--- src/rtl/cv_ce_gen.sv ---
// Multi-channel programmable clock-enable generator: each channel divides CLK by a
// runtime divisor and emits a one-cycle registered CEO strobe, periodic or one-shot.
module cv_ce_gen #(
    parameter int unsigned CNT_WDT  = 8,
    parameter int unsigned CH_NUM   = 4,
    parameter int unsigned ADDR_WDT = 2,
    parameter int unsigned DIV_DEF  = 8
) (
    input  logic                CLK,
    input  logic                RST,
    input  logic                WE,
    input  logic [ADDR_WDT-1:0] WADDR,
    input  logic [CNT_WDT-1:0]  WDATA,
    input  logic [CH_NUM-1:0]   EN,
    input  logic [CH_NUM-1:0]   ONESHOT,
    input  logic                SYNC,
    output logic [CH_NUM-1:0]   CEO,
    output logic [CH_NUM-1:0]   DONE
);

    logic [CNT_WDT-1:0] div_q [CH_NUM];
    logic [CNT_WDT-1:0] div_d [CH_NUM];
    logic [CNT_WDT-1:0] cnt_q [CH_NUM];
    logic [CNT_WDT-1:0] cnt_d [CH_NUM];
    logic [CNT_WDT-1:0] lim   [CH_NUM];
    logic [CH_NUM-1:0]  ceo_q, ceo_d;
    logic [CH_NUM-1:0]  done_q, done_d;

    // Out-of-range addresses match no channel, so such writes fall away naturally.
    always_comb begin
        for (int unsigned i = 0; i < CH_NUM; i++) begin
            div_d[i] = div_q[i];
            if (WE && (WADDR == ADDR_WDT'(i))) begin
                div_d[i] = WDATA;
            end
        end
    end

    // Terminal count is DIVE-1; divisors 0 and 1 both collapse to a terminal count of 0.
    always_comb begin
        for (int unsigned i = 0; i < CH_NUM; i++) begin
            lim[i] = (div_q[i] < CNT_WDT'(2)) ? '0 : div_q[i] - CNT_WDT'(1);
        end
    end

    always_comb begin
        for (int unsigned i = 0; i < CH_NUM; i++) begin
            cnt_d[i]  = cnt_q[i];
            ceo_d[i]  = 1'b0;
            done_d[i] = done_q[i];
            if (SYNC) begin
                cnt_d[i]  = '0;
                done_d[i] = 1'b0;
            end else if (!EN[i]) begin
                done_d[i] = 1'b0;
            end else if (done_q[i]) begin
                cnt_d[i] = '0;
            end else if (cnt_q[i] >= lim[i]) begin
                // >= lets a divisor lowered below the running count wrap at once.
                cnt_d[i]  = '0;
                ceo_d[i]  = 1'b1;
                done_d[i] = ONESHOT[i];
            end else begin
                cnt_d[i] = cnt_q[i] + CNT_WDT'(1);
            end
        end
    end

    always_ff @(posedge CLK or posedge RST) begin
        if (RST) begin
            for (int unsigned i = 0; i < CH_NUM; i++) begin
                div_q[i] <= CNT_WDT'(DIV_DEF);
                cnt_q[i] <= '0;
            end
            ceo_q  <= '0;
            done_q <= '0;
        end else begin
            for (int unsigned i = 0; i < CH_NUM; i++) begin
                div_q[i] <= div_d[i];
                cnt_q[i] <= cnt_d[i];
            end
            ceo_q  <= ceo_d;
            done_q <= done_d;
        end
    end

    assign CEO  = ceo_q;
    assign DONE = done_q;

endmodule

--- config.mk ---
export PLATFORM = sky130hd
export DESIGN_NAME = cv_ce_gen
export DESIGN_NICKNAME = d
export VERILOG_FILES = /design/src/rtl/cv_ce_gen.sv
export SDC_FILE = /design/constraint.sdc
export NUM_CORES = 1
export LEC_CHECK = 0
export ABC_AREA = 1
export CAP_MARGIN = 20
export CELL_PAD_IN_SITES_DETAIL_PLACEMENT = 1
export CELL_PAD_IN_SITES_GLOBAL_PLACEMENT = 2
export CORE_ASPECT_RATIO = 1.4
export CORE_UTILIZATION = 35
export DETAILED_ROUTE_END_ITERATION = 8
export GPL_TIMING_DRIVEN = 0
export HOLD_SLACK_MARGIN = 0.05
export PLACE_DENSITY_LB_ADDON = 0.1
export SYNTH_ARGS = -nofsm -noshare
export SYNTH_HDL_FRONTEND = slang
export SYNTH_SLANG_ARGS = --single-unit
--- constraint.sdc ---
create_clock -name CLK -period 3.3 [get_ports CLK]
set_clock_uncertainty 0.2 [all_clocks]
set_input_delay 0.495 -clock CLK [delete_from_list [all_inputs] [get_ports CLK]]
set_output_delay 0.495 -clock CLK [all_outputs]
set_load 0.02 [all_outputs]
Word level (Yosys, flattened, before mapping) --
Index checks and enable logic that the tools add are counted.
Operators by class: add/sub/neg operators 8, order comparisons 8, equal/unequal tests 3, multiplexer cells 52, reductions and logical operators 9
Operators by type and width (count):
- $mux 8 | 20
- $add 8x1->8 const B | 4
- $ge 8x8->1 | 4
- $lt 8x2->1 const B | 4
- $mux 1 | 32
- $sub 8x1->8 const B | 4
- $reduce_bool 2->1 | 4
- $eq 2x2->1 const B | 2
- $logic_and 1x1->1 | 4
- $eq 2x1->1 const B | 1
- $logic_not 2->1 | 1
Word-level totals: bits in registers 72, output and inout port bits 8, word-level logic and storage cells 90

Depth between registers and ports, before layout --
Gate-level depths: netlist (run 1).
depth after elaboration 7, gate-level depth with buffers 16, mapped depth without buffers 16

Least setup slack after synthesis (run 1) --
No wires, ideal clock.
path type register to register, start reg div_q[27] (netlist name), end reg cnt_q[24] (netlist name), arrival 1.966 ns, data required time 3.034 ns, slack 1.068 ns, cell stages (with the launch flop) 15, path buffers 0, clock period less this slack 2.232 ns, path through dfstp_2 nor2_1 nand4_1 inv_1 or2_2 ha_1 nand2_1 nor2_1 nor2_1 nand2_1 nand2_1 nand2_1 nor2_4 nand2_1 nand2_1
On the way: longest elaborated chain between the ends 7, elaborated cells on any way between the ends 8
RTL lines:
- start, declared | RTL line 21 | logic [CNT_WDT-1:0] div_q [CH_NUM];
- start signal, assigned by index | RTL line 72 | div_q[i] <= CNT_WDT'(DIV_DEF);
- start signal, assigned by index | RTL line 79 | div_q[i] <= div_d[i];
- $sub 8x1->8 / $lt 8x2->1 (equally long branches) | RTL line 42 | lim[i] = (div_q[i] < CNT_WDT'(2)) ? '0 : div_q[i] - CNT_WDT'(1);
- $mux 8 (*) | RTL line 42
- $ge 8x8->1 (*) | RTL line 58 | end else if (cnt_q[i] >= lim[i]) begin
- $mux 8 (*) | RTL line 58
- $mux 8 (*) | RTL line 56 | end else if (done_q[i]) begin
- $mux 8 (*) | RTL line 54 | end else if (!EN[i]) begin
- $mux 8 (*) | RTL line 51 | if (SYNC) begin
- end signal, assigned by index | RTL line 80 | cnt_q[i] <= cnt_d[i];
- end, declared | RTL line 23 | logic [CNT_WDT-1:0] cnt_q [CH_NUM];
Mark *: on every way between the ends. The rest lies on a longest branch, timed or not. The select of a mux whose other input is x is not followed. A chain may end at the register's enable or synchronous reset.

Worst setup path after layout (run 1) --
start reg div_q[2] (netlist name), end reg cnt_q[5] (netlist name)
Same word-level chain as after synthesis.

==> insert_results.sql, run 1 <==
INSERT INTO impl_metrics (metric_group, metric, value, unit) VALUES
('run_status', 'status', 'complete, no violations', ''),
('global_route', 'grt_pass1_wl', '20600', 'um'),
('place', 'finalWeightedCongestion', '0.816', ''),
('power', 'p_sw_share', '30.8', '%'),
('cts', 'cts_max_level', '3', ''),
('power', 'switching_power', '0.872', 'mW'),
('setup_path', 'cpMostUsedCell', 'sky130_fd_sc_hd__nor2_1', ''),
('die', 'die-width', '99.1', 'um'),
('setup_path', 'worstSetupStartpointType', 'flop', ''),
('finish', 'area_delta_synth_final', '18.4', '%'),
('detailed_routing', 'antenna_left', '0', ''),
('synthesis', 'synth_nets', '684', ''),
('power', 'p_per_area', '517', 'nW/um^2'),
('sta', 'setup_repair_after_global_routing_missed_its_margin', 'no', ''),
('cts', 'tritoncts_buffer_count', '9', ''),
('synthesis', 'prevailing_post_synth_register_cell', 'sky130_fd_sc_hd__dfrtp_1', ''),
('die', 'die_y', '138', 'um'),
('power', 'power_frac_comb', '22.7', '%'),
('setup_path', 'critPathMaxFanout', '7', ''),
('power', 'vdd_ir_drop_max', '290', 'uV'),
('synthesis', 'yosys-top-cells-area', 'sky130_fd_sc_hd__dfrtp_1 37%, sky130_fd_sc_hd__nand2_1 16%, sky130_fd_sc_hd__ha_1 11%, sky130_fd_sc_hd__inv_1 6.4%, sky130_fd_sc_hd__o21ai_0 5.5%', ''),
('synthesis', 'gate_count_after_technology_mapping', '622', ''),
('setup_path', 'slowest_stage', 'sky130_fd_sc_hd__dfrtp_1', ''),
('setup_path', 'timing.critical_path.max_delay_family', 'simple AND/OR/NAND/NOR gates', ''),
('die', 'rows', '49', ''),
('sta', 'finalMaxSlewViolations', '0', ''),
('global_route', 'gr-total-overflow', '0', ''),
('die', 'pin_count', '30', ''),
('synthesis', 'cell_with_the_most_instances_after_synthesis', 'sky130_fd_sc_hd__nand2_1', ''),
('global_route', 'grtUsageTotal', '19.3', '%'),
('finish', 'antenna-diode-count', '0', ''),
('detailed_routing', 'first_iter_violations', '41', ''),
('setup_path', 'cp-end-kind', 'flop', ''),
('detailed_routing', 'route.detailed.vias_per_inst', '5.01', ''),
('setup_path', 'arrival', '2660', 'ps'),
('power', 'leakage_power_figure', '2.82', 'nW'),
('sta', 'period_share', '78.9', '%'),
('power', 'power.sequential.fraction', '37.3', '%'),
('die', 'start_util', '35.9', '%'),
('cts', 'post_cts.repair.setup_buffers', '0', ''),
('synthesis', 'synth_top_cell_area_share', '36.8', '%'),
('synthesis', 'synthesis.area_per_instance', '7.43', 'um^2'),
('place', 'hpwlAfterDp', '9190', 'um'),
('synthesis', 'post-synth-top-area-cell', 'sky130_fd_sc_hd__dfrtp_1', ''),
('finish', 'num-nets-final', '725', ''),
('cts', 'cts_root_buf', 'sky130_fd_sc_hd__clkbuf_16', ''),
('sta', 'worst_pin_slew', '617', 'ps'),
('finish', 'final_core_util', '42.5', '%'),
('finish', 'post_route_cells_drive_above_1_share', '7.19', '%'),
('setup_path', 'worst_path_cell_trace', 'nor2_1 -> nand2_1 -> nor2_1 -> nand2_1 -> nor2_1 -> o21ai_0 -> ha_1 -> a21oi_1 -> o21a_1 -> nand3_2 -> o21ai_0', ''),
('setup_path', 'timing.critical_path.slowest_cell_delay', '420', 'ps'),
('cts', 'clock-sinks', '72', ''),
('synthesis', 'yosys_register_bits', '72', ''),
('place', 'port_buffers', '29', ''),
('detailed_routing', 'routed_wire_length_per_instance', '14.5', 'um'),
('detailed_routing', 'detail_route.wirelength', '11900', 'um'),
('cts', 'cts-resized-gates', '0', ''),
('sta', 'maximum_frequency_from_static_timing_analysis', '384', 'MHz'),
('power', 'clock_power_share', '40.0', '%'),
('synthesis', 'synthDistinctLibCells', '31', ''),
('sta', 'period_minus_slack', '2610', 'ps'),
('setup_path', 'timing.setup.critical_path_class', 'reg -> reg', ''),
('setup_path', 'worst_path_buf_inv', '0', ''),
('synthesis', 'synthArstFlopShare', '100', '%'),
('detailed_routing', 'num_vias', '4114', ''),
('cts', 'ctsLongestPathBuffers', '2', ''),
('detailed_routing', 'route.detailed.drc', '0', ''),
('cts', 'cts_tree', 'done', ''),
('global_route', 'grt_antenna_before_repair', '0', ''),
('global_route', 'number_of_global_route_vias_before_repair', '4474', ''),
('synthesis', 'count_of_flip_flops_with_a_built_in_enable_after_synthesis', '0', '');
sequential cells by signal (all words and copies together), names as in the netlist:
name / flops
cnt_q: 32
div_q: 32
CEO: 4
DONE: 4
path summary, 6_finish.rpt:
| kind | startpoint | to | slack, ps | depth (start not counted) |
|---|---|---|---|---|
| min in group CLK | div_q[27]$_DFFE_PP1P_ | div_q[27]$_DFFE_PP1P_ | 320 | 2 |
| worst max-delay path | div_q[2]$_DFFE_PP0P_ | cnt_q[5]$_DFFE_PP0P_ | 690 | 11 |
| worst max register to register | div_q[2]$_DFFE_PP0P_ | cnt_q[5]$_DFFE_PP0P_ | 690 | 11 |
| max in group asynchronous | RST | div_q[3]$_DFFE_PP1P_ | 2080 | 3 |
| worst min-delay path | RST | DONE[0]$_DFF_PP0_ | 220 | 2 |
| worst min register to register | div_q[27]$_DFFE_PP1P_ | div_q[27]$_DFFE_PP1P_ | 320 | 2 |
cell families (layout without fill, tap and decap cells):
logic type | after synthesis | after routing | synth area share (%)
buffers and inverters | 85 | 131 | 6.99
AND/OR/NAND/NOR | 314 | 314 | 29.2
AO/OA/AOI/OAI | 97 | 97 | 11.2
flip-flops | 72 | 72 | 39.1
adder cells (fa/ha/maj) | 40 | 40 | 10.8
XOR/XNOR | 14 | 14 | 2.65
metrics by stage:
step | area (um^2) | std cells | setup WS [ps] | total power [mW] | hold slack [ps]
CTS | 5470 | 821 | 642 | 2.88 | 219
global placement | 5100 | 804 | -614 | 1.69 | 270
global route | 5470 | 821 | 449 | 3.02 | 249
finish | 5470 | 821 | 695 | 2.83 | 221
detailed placement | 5130 | 805 | 689 | 1.73 | 305
floorplan | 4620 | 622 | 787 | 1.52 | 253
layout make-up:
cell class | count | area (um^2) | area share, %
plain buffers | 4 | 18.8 | 0.343
clock buffers | 10 | 229 | 4.19
clock inverters | 6 | 108 | 1.97
inverters | 81 | 307 | 5.61
multi-input cells | 465 | 2490 | 45.5
flip-flops and latches | 72 | 1810 | 33.0
well taps | 153 | 191 | 3.50
repair buffers | 30 | 318 | 5.81
placed cells by master (no fill, tap or decap), types with 3 or more instances in the layout:
cell,instances
sky130_fd_sc_hd__clkdlybuf4s50_1,29
sky130_fd_sc_hd__o21a_1,4
sky130_fd_sc_hd__xor2_1,6
sky130_fd_sc_hd__a21oi_1,24
sky130_fd_sc_hd__xnor2_1,8
sky130_fd_sc_hd__nor2_1,53
sky130_fd_sc_hd__o31ai_1,3
sky130_fd_sc_hd__nand2_2,3
sky130_fd_sc_hd__nand3_2,5
sky130_fd_sc_hd__o21ai_0,51
sky130_fd_sc_hd__buf_2,3
sky130_fd_sc_hd__o21ai_1,10
sky130_fd_sc_hd__inv_1,78
sky130_fd_sc_hd__clkbuf_16,9
sky130_fd_sc_hd__bufinv_16,3
sky130_fd_sc_hd__or2_2,7
sky130_fd_sc_hd__dfrtp_1,68
sky130_fd_sc_hd__nand2_1,198
sky130_fd_sc_hd__nor2_4,4
sky130_fd_sc_hd__ha_1,40
sky130_fd_sc_hd__nand4_1,10
sky130_fd_sc_hd__dfstp_2,4
sky130_fd_sc_hd__nand3_1,26
power groups by stage:
| stage | logic (mW) | clock network (mW) | registers [mW] |
|---|---|---|---|
| 3_3_place_gp | 0.617 | 0 | 1.07 |
| 2_1_floorplan | 0.474 | 0 | 1.05 |
| 3_5_place_dp | 0.655 | 0 | 1.07 |
| 6_report | 0.642 | 1.13 | 1.06 |
| 5_1_grt | 0.759 | 1.19 | 1.07 |
| 4_1_cts | 0.662 | 1.16 | 1.06 |
per-layer routing:
| metal | up-vias | share of wire [%] | global-route usage (%) |
|---|---|---|---|
| li1 | 2077 | - | - |
| met1 | 1987 | 42 | 20.9 |
| met2 | 33 | 53 | 37.2 |
| met3 | 17 | 2.2 | 2.52 |
| met4 | 0 | 2.3 | 8.50 |
| met5 | - | 0 | 0 |
Power figures use the tool's default switching activity.
==> run 2, diff against run 1 <==
==> constraint.sdc (replaced) <==
create_clock -name CLK -period 2.48 [get_ports CLK]
set_clock_uncertainty 0.2 [all_clocks]
set_input_delay 0.372 -clock CLK [delete_from_list [all_inputs] [get_ports CLK]]
set_output_delay 0.372 -clock CLK [all_outputs]
set_load 0.02 [all_outputs]
==> run 2 against run 1 <==
Cell count rose by 3.3%. Maximum frequency rose by 6.5%. Flip-flop and latch count did not move. Sequential share of layout area fell by 2.8 points. Register-to-register slack got worse by 660 ps. Global-route usage rose by 0.14 points. Critical path depth rose by 1. Clock power rose by 34%. Sequential power rose by 35%. Die area did not move.
==> insert_results.sql, run 2 (synthesis results as in run 1) <==
INSERT INTO impl_metrics (metric_group, metric, value, unit) VALUES
('finish', 'mostFrequentLayoutCells', '182 x sky130_fd_sc_hd__nand2_1, 72 x sky130_fd_sc_hd__inv_1, 61 x sky130_fd_sc_hd__dfrtp_1', ''),
('power', 'power.sequential.fraction', '35.1', '%'),
('sta', 'relSlewSlack', '57.7', '%'),
('global_route', 'grt_pass1_wl', '20800', 'um'),
('sta', 'worst_pin_slew', '632', 'ps'),
('sta', 'finalMaxSlewViolations', '0', ''),
('power', 'cell_internal_pwr', '2.76', 'mW'),
('finish', 'postLayoutCellArea', '5990', 'um^2'),
('finish', 'largest_registers_in_the_final_layout', 'cnt_q x32, div_q x32', ''),
('cts', 'ctsLongestPathBuffers', '2', ''),
('place', 'hpwlAfterDp', '9190', 'um'),
('sta', 'totalNegativeSetupSlack', '0', 'ps'),
('cts', 'cts.clk_slew.worst_paths', '60', 'ps'),
('cts', 'clock-sinks', '72', ''),
('place', 'dpl.cell_count', '805', ''),
('sta', 'setup_repair_after_global_routing_missed_its_margin', 'yes', ''),
('global_route', 'grtUsageTotal', '19.4', '%'),
('sta', 'maximum_frequency_from_static_timing_analysis', '409', 'MHz'),
('cts', 'tritoncts_buffer_count', '9', ''),
('setup_path', 'worst_path_cell_trace', 'nor2_4 -> nand4_1 -> inv_2 -> a21oi_2 -> o21ai_1 -> ha_1 -> a21oi_2 -> o21a_1 -> nand2_4 -> nor2_4 -> nand2_2 -> nand2_1', ''),
('cts', 'cts_max_level', '3', ''),
('finish', 'final_core_util', '46.6', '%'),
('finish', 'antenna-diode-count', '0', ''),
('cts', 'clock_latency', '340', 'ps'),
('detailed_routing', 'detail_route.wirelength', '12700', 'um'),
('detailed_routing', 'route.detailed.vias_per_inst', '5.01', ''),
('detailed_routing', 'route.detailed.drc', '0', ''),
('place', 'port_buffers', '29', ''),
('die', 'pin_count', '30', ''),
('power', 'clock_power_share', '37.2', '%'),
('detailed_routing', 'num_vias', '4250', ''),
('place', 'place_area', '5130', 'um^2'),
('die', 'rows', '49', ''),
('sta', 'post-route-worst-setup-slack', '33.7', 'ps'),
('finish', 'mostFrequentLayoutCell', 'sky130_fd_sc_hd__nand2_1', ''),
('die', 'die_y', '138', 'um'),
('setup_path', 'timing.critical_path.slowest_cell_delay', '560', 'ps'),
('power', 'p_per_area', '678', 'nW/um^2'),
('min_path', 'timing.hold.worst.class', 'in -> async', ''),
('run', 'max_cap_viol_count', '0', ''),
('setup_path', 'arrival', '2530', 'ps'),
('sta', 'period_share', '98.6', '%'),
('setup_path', 'timing.setup.critical_path_class', 'reg -> reg', ''),
('setup_path', 'required', '2560', 'ps'),
('die', 'floorplan.core_area', '12900', 'um^2'),
('die', 'die_area', '13700', 'um^2'),
('power', 'switching_power', '1.30', 'mW'),
('finish', 'post_route_cells_drive_above_1_share', '19.7', '%'),
('setup_path', 'worstSetupStartpointType', 'flop', ''),
('detailed_routing', 'first_iter_violations', '64', ''),
('setup_path', 'r2r_cells', '12', ''),
('place', 'placement.setup.worst_slack', '-131', 'ps'),
('power', 'power_frac_comb', '27.7', '%'),
('finish', 'number_of_cells_in_the_finished_layout_apart_from_fillers', '848', ''),
('finish', 'n_fill_cell', '1588', ''),
('finish', 'num-nets-final', '752', ''),
('power', 'vdd_ir_drop_max', '376', 'uV'),
('setup_path', 'cp-end-kind', 'flop', ''),
('die', 'start_util', '35.9', '%'),
('place', 'finalWeightedCongestion', '0.816', ''),
('die', 'die-width', '99.1', 'um'),
('detailed_routing', 'detailed_routing_iterations_pass_1', '4', ''),
('setup_path', 'slowest_stage', 'sky130_fd_sc_hd__dfstp_2', ''),
('setup_path', 'critPathMaxFanout', '7', ''),
('detailed_routing', 'antenna_left', '0', ''),
('cts', 'cts_root_buf', 'sky130_fd_sc_hd__clkbuf_16', ''),
('cts', 'postCtsHoldBufs', '0', ''),
('sta', 'hold_viol', '0', ''),
('global_route', 'grt_antenna_before_repair', '0', ''),
('finish', 'area_delta_synth_final', '29.8', '%'),
('power', 'leakage_power_figure', '2.99', 'nW'),
('power', 'p_sw_share', '32.0', '%'),
('global_route', 'gr-total-overflow', '0', ''),
('global_route', 'largest_net_degree_at_the_start_of_global_routing', '63', ''),
('sta', 'period_minus_slack', '2450', 'ps'),
('run_status', 'status', 'complete, no violations', ''),
('sta', 'setup_viol', '0', ''),
('cts', 'cts_tree', 'done', ''),
('global_route', 'number_of_global_route_vias_before_repair', '4502', ''),
('detailed_routing', 'routed_wire_length_per_instance', '15.0', 'um');
[run 2: final timing paths]
path	slack [ps]	end	from
setup / recovery	30	cnt_q[31]$_DFFE_PP0P_	div_q[27]$_DFFE_PP1P_
hold / removal	90	DONE[0]$_DFF_PP0_	RST
setup reg to reg	30	cnt_q[31]$_DFFE_PP0P_	div_q[27]$_DFFE_PP1P_
hold reg to reg	320	div_q[3]$_DFFE_PP1P_	div_q[3]$_DFFE_PP1P_
max in group asynchronous	1390	div_q[3]$_DFFE_PP1P_	RST
min in group CLK	320	div_q[3]$_DFFE_PP1P_	div_q[3]$_DFFE_PP1P_
[run 2: critical path: cells and delay by family (launching register included)]
kind / cells / cell delay (ps)
AND/OR/NAND/NOR: 6 / 690
buffers and inverters: 1 / 90
adder cells (fa/ha/maj): 1 / 330
AO/OA/AOI/OAI: 4 / 520
flip-flops: 1 / 560
[run 2: per-layer routing]
layer | track usage [%] | vias to the layer above | part of all wire, %
li1 | - | 2130 | -
met1 | 21.2 | 2059 | 41
met2 | 37.3 | 41 | 54
met3 | 2.27 | 20 | 2.2
met4 | 8.99 | 0 | 2.5
met5 | 0 | - | 0
[run 2: layout make-up]
cell class	instances	area, um^2	area share (%)
clock buffers	10	229	3.82
flip-flops and latches	72	1820	30.3
multi-input cells	465	2790	46.5
clock inverters	6	108	1.80
repair buffers	57	537	8.95
inverters	81	307	5.11
plain buffers	4	18.8	0.313
well taps	153	191	3.19
[run 2: what timing repair did]
action,4_1_cts,5_1_grt
setup endpoints to repair,27,36
cloned,0,0
resized for setup,15,74
setup buffers,6,21
pin swaps,6,33
[run 2: power by group through the flow]
stage / clock, mW / combinational, mW / sequential [mW]
after floorplan: 0 / 0.631 / 1.39
after global placement: 0 / 0.821 / 1.42
after detailed placement: 0 / 0.871 / 1.43
after CTS: 1.54 / 0.921 / 1.41
after global routing: 1.58 / 1.29 / 1.44
final: 1.51 / 1.13 / 1.43
[run 2: metrics by stage]
stage	hold WS (ps)	power (mW)
5_1_grt	128	4.31
3_3_place_gp	270	2.24
2_1_floorplan	253	2.02
6_report	94.9	4.06
3_5_place_dp	305	2.30
4_1_cts	96.3	3.87
